**src/rtl/serial_scan_ctrl.sv**
```systemverilog
// serial_scan_ctrl
//
// Accepts a W-bit word and a 3-bit target pattern, then serializes the word
// MSB-first over exactly W cycles while a Mealy detector flags every
// (overlapping) occurrence of the pattern in the emitted bit stream.
// Detections are counted in a saturating counter. A one-cycle done pulse
// follows a completed job. Abort cancels a running job without a done pulse.
//
// Ports
//   clk        sole clock, rising edge
//   clear_n    synchronous active-low reset
//   start      job request, accepted only while ready=1
//   abort      cancels a job in SHIFT (ignored elsewhere)
//   data_in    word to serialize, sampled on accepted start
//   pattern    target pattern, first-received bit in [2], sampled on start
//   ready      high in IDLE
//   busy       high in SHIFT
//   x_ser      current serial bit, 0 outside SHIFT
//   z          Mealy detect flag for the current x_ser bit
//   done       one-cycle completion pulse
//   match_cnt  detections in the current/last job (saturating)
//   state      FSM state code (debug)
module serial_scan_ctrl #(
    parameter int W  = 8,
    parameter int CW = 4
) (
    input  logic          clk,
    input  logic          clear_n,
    input  logic          start,
    input  logic          abort,
    input  logic [W-1:0]  data_in,
    input  logic [2:0]    pattern,
    output logic          ready,
    output logic          busy,
    output logic          x_ser,
    output logic          z,
    output logic          done,
    output logic [CW-1:0] match_cnt,
    output logic [1:0]    state
);

    localparam int IW = $clog2(W);
    localparam logic [IW-1:0] LAST_IDX = IW'(W - 1);

    typedef enum logic [1:0] {
        S_IDLE  = 2'b00,
        S_SHIFT = 2'b01,
        S_DONE  = 2'b10,
        S_BAD   = 2'b11
    } state_t;

    state_t        cur_state;
    state_t        nxt_state;
    logic [W-1:0]  shreg;
    logic [1:0]    hist;      // hist[1] = older bit, hist[0] = previous bit
    logic [IW-1:0] idx;       // index of the bit currently on x_ser
    logic [2:0]    pat;

    // Counter sticks at all-ones instead of wrapping.
    function automatic logic [CW-1:0] sat_inc(input logic [CW-1:0] v);
        return (v == {CW{1'b1}}) ? v : v + CW'(1);
    endfunction

    // State register
    always_ff @(posedge clk) begin
        if (!clear_n)
            cur_state <= S_IDLE;
        else
            cur_state <= nxt_state;
    end

    // Next-state logic
    always_comb begin
        nxt_state = S_IDLE;
        case (cur_state)
            S_IDLE:  nxt_state = start ? S_SHIFT : S_IDLE;
            S_SHIFT: begin
                if (abort)
                    nxt_state = S_IDLE;
                else if (idx == LAST_IDX)
                    nxt_state = S_DONE;
                else
                    nxt_state = S_SHIFT;
            end
            S_DONE:  nxt_state = S_IDLE;
            default: nxt_state = S_IDLE;  // unused code 11 recovers to IDLE
        endcase
    end

    // Output logic
    always_comb begin
        ready = (cur_state == S_IDLE);
        busy  = (cur_state == S_SHIFT);
        done  = (cur_state == S_DONE);
        state = cur_state;
        x_ser = busy & shreg[W-1];
        // Detection needs two earlier bits of this job in the history.
        z     = busy && (idx >= IW'(2)) && ({hist, x_ser} == pat);
    end

    // Shift register, history, bit index and match counter
    always_ff @(posedge clk) begin
        if (!clear_n) begin
            shreg     <= '0;
            hist      <= '0;
            idx       <= '0;
            pat       <= '0;
            match_cnt <= '0;
        end else begin
            case (cur_state)
                S_IDLE: begin
                    if (start) begin
                        shreg     <= data_in;
                        pat       <= pattern;
                        hist      <= '0;
                        idx       <= '0;
                        match_cnt <= '0;
                    end
                end
                S_SHIFT: begin
                    // Updates continue on an abort edge so a detection in
                    // that final cycle is still counted.
                    shreg <= {shreg[W-2:0], 1'b0};
                    hist  <= {hist[0], x_ser};
                    idx   <= idx + IW'(1);
                    if (z)
                        match_cnt <= sat_inc(match_cnt);
                end
                default: ;
            endcase
        end
    end

endmodule

```
**config.mk**
```make
export PLATFORM = sky130hd
export DESIGN_NAME = serial_scan_ctrl
export DESIGN_NICKNAME = d
export VERILOG_FILES = /design/src/rtl/serial_scan_ctrl.sv
export SDC_FILE = /design/constraint.sdc
export NUM_CORES = 1
export LEC_CHECK = 0
export ABC_AREA = 1
export CAP_MARGIN = 20
export CORE_AREA = 2 2 54 56
export CTS_CLUSTER_DIAMETER = 80
export DETAILED_ROUTE_END_ITERATION = 12
export DIE_AREA = 0 0 56 58
export PLACE_DENSITY = 0.71
export SYNTH_ARGS = -nofsm -noshare
export SYNTH_HDL_FRONTEND = slang
export SYNTH_SLANG_ARGS = --single-unit
export TNS_END_PERCENT = 10
```
**constraint.sdc**
```tcl
create_clock -name clk -period 1.1 [get_ports clk]
set_input_delay 0.22 -clock clk [delete_from_list [all_inputs] [get_ports clk]]
set_output_delay 0.22 -clock clk [all_outputs]
set_load 0.02 [all_outputs]
```
==> impl_results.md <==
- GRT Util Overall: 0.207
- Synth unique cells: 30
- Fin crit period: 1470 ps
- Die height: 58 um
- Post-Route Skew: 2.22 ps
- Area grow syn2layout: 70.6%
- Worst skew pair latency: 300 ps
- CTS tree: built
- Worst Max-Slew Pin Slew: 338 ps
- Post-DRT Antenna Nets: 0
- Seq pwr share: 0.436
- EDFF count, synth: 0
- Cts hold-fix bufs: 0
- Area fraction of the dominant cell type after synthesis: 0.399
- Crit path arrival time: 1250 ps
- Syn_nets: 159
- Ant diodes: 0
- Vias in the first global route: 1245
- Combinational share of power: 0.262
- Setup violations, final: 29
- Max-cap check violation count: 0
- Syn avg cell area: 7.89 um2
- Synth area leader: dfxtp_1
- Slew margin rel.: 0.775
- Layout Utilization: 0.708
- Critical path class: flop to output port
- Flops & latches, synth: 22
- Pre-CTS setup slack: -560 ps
- Number of fill cells: 205
- Cell count after synthesis: 140
- Pint: 1.49 mW
- Top Ports: 26
- Via count: 1163
- Antenna violations before repair: 0
- Final routed DRC violation total: 0
- PD cells: 1090 mW/mm2
- Initial Utilization: 0.415
- Via density: 5.12
- Total negative slack: -4730 ps
- Remaining global-route overflow: 0
- Synthesized area: 0.00110 mm2
- Status: finished, violations left
- WHS: 491 ps
- Crit path capture type: output port
- Share of layout cells above drive strength 1: 0.546
- Static leakage: 0.793 nW
- Ys Warns: 0
- CP Launch Type: flop
- First-pass GRT wire length: 5260 um
- Worst VDD drop: 795 uV
- Drt total wl: 3150 um
- Post-route setup slack: -371 ps
- Clock buffer count from CTS: 3
- NumNets Final: 216
- Top cells by area, synth: dfxtp_1 40%, a21oi_1 8.6%, nand2_1 8.2%
- RR Startpoint: state[1]$_SDFF_PN0_
- Register-to-Register Setup Slack: -240 ps
- Count leader, synth: nand2_1
- Worst setup path start: state[1]$_SDFF_PN0_
- Hold WC Path Type: flop to flop
- Clock sink total: 22
- CTS clk-pin slew, worst paths: 130 ps
- Fin crit share: 1.34
- Number of detailed-route iterations in the first pass: 4
- Placer Congestion: 0.749
- Sw frac: 0.277
- Core footprint: 0.00266 mm2
- Die W: 56 um
- Max Clk Rate: 680 MHz
- CP required: 880 ps
- Iter 0 DRT Violations: 21
- Routed length per placed instance: 13.9 um
- DPL Wire Length: 2090 um
- Crit-path max FO: 3
- Synth Flop Type: dfxtp_1
- Capturing point of the worst reg2reg path: match_cnt[1]$_SDFFE_PN0P_
- End of the worst hold path: hist[1]$_SDFFE_PN0P_
- R2R depth: 10
- Clock H-tree levels: 1
- Hold Crit Start: hist[1]$_SDFFE_PN0P_
- Cell row count: 19
- Asr flop ratio synth: 0
- Port Buffer Count: 25
- Fraction of the yosys area taken by sequential cells: 0.399
- Total die area: 0.00325 mm2
- Failing checks: negative setup slack
- Final hold violation count: 0
- CTS Buffer Depth: 2
- Pin count of the biggest net entering global routing: 16
- Sw Pwr: 0.570 mW
- Power share of the clock group: 0.302
- Commonest cells post-synth: 24 x nand2_1, 22 x dfxtp_1, 19 x a21oi_1, 11 x inv_1, 11 x nor2_1
- Hold path depth: 2
- Root Driver: clkbuf_4
- RSZ-0062 raised after global routing: yes
- Pins Over Slew Limit: 0
how the worst max path moves through the flow:
stage,to,slack [ps],cells past startpoint
detailed placement,z,-560,7
CTS,z,-420,7
floorplan,match_cnt[3]$_SDFFE_PN0P_,-230,10
finish,z,-370,7
global placement,z,-510,7
global route,z,-470,7
logic make-up (layout without fill, tap and decap cells):
group	after synthesis	in the layout	share of synthesized area
AND/OR/NAND/NOR	56	56	0.277
AO/OA/AOI/OAI	39	39	0.198
flip-flops	22	22	0.399
buffers and inverters	18	74	0.0725
adder cells (fa/ha/maj)	4	4	0.0453
XOR/XNOR	1	1	0.00793
per-layer routing:
metal / global-route usage / wire, um / vias to the layer above
met4: 0.119 / 94 / 0
met1: 0.241 / 1270 / 536
li1: - / - / 587
met3: 0.0268 / 119 / 8
met5: 0 / 0 / -
met2: 0.368 / 1660 / 32
sequential cells by signal (all words and copies together), names as in the netlist:
register   flops
state          2
shreg          8
match_cnt      4
pat            3
idx            3
hist           2
layout make-up:
class / instances / area (um2) / area share
clock buffer: 3 / 22.5 / 0.0120
inverter: 14 / 67.6 / 0.0359
sequential: 22 / 462 / 0.245
tap: 31 / 38.8 / 0.0206
multi-input combinational: 100 / 732 / 0.388
timing repair buffer: 56 / 532 / 0.282
clock inverter: 1 / 30.0 / 0.0159
layout by cell type, fill, tap and decap left out, drive strengths merged:
cell type | netlist | layout
clkdlybuf4s50 | 0 | 14
nand2 | 26 | 26
ha | 4 | 4
o22ai | 7 | 7
a21oi | 20 | 20
nor3 | 3 | 3
buf | 3 | 42
xor2 | 1 | 1
bufinv | 0 | 1
nor2 | 15 | 15
nand3 | 8 | 8
dfxtp | 22 | 22
inv | 14 | 14
nand4 | 1 | 1
o21ai | 12 | 12
or2 | 3 | 3
clkbuf | 1 | 3
power by group through the flow:
stage	sequential, mW	clock (mW)	combinational, mW
final	0.896	0.622	0.539
after global routing	0.904	0.660	0.580
after CTS	0.890	0.630	0.478
after detailed placement	0.907	0	0.442
after global placement	0.903	0	0.426
after floorplan	0.913	0	0.215
critical path, cell delays in order, from the launching register on:
cell and delay (ps):
dfxtp_4 430, inv_4 50, nand3_2 70, nand2_1 60, nand2_1 80, nand3_2 90
inv_2 60, buf_6 100
through the flow:
stage / power, mW / cell area, um2 / std cells
2_1_floorplan: 1.13 / 1120 / 140
3_3_place_gp: 1.33 / 1610 / 219
3_5_place_dp: 1.35 / 1610 / 219
4_1_cts: 2.00 / 1750 / 227
5_1_grt: 2.14 / 1880 / 227
6_report: 2.06 / 1880 / 227
repair_timing:
item	4_1_cts	5_1_grt
buffers inserted	4	3
resized for setup	89	39
pin swaps	7	11
endpoints found under the setup margin	32	32
(Power assumes the default switching activity.)
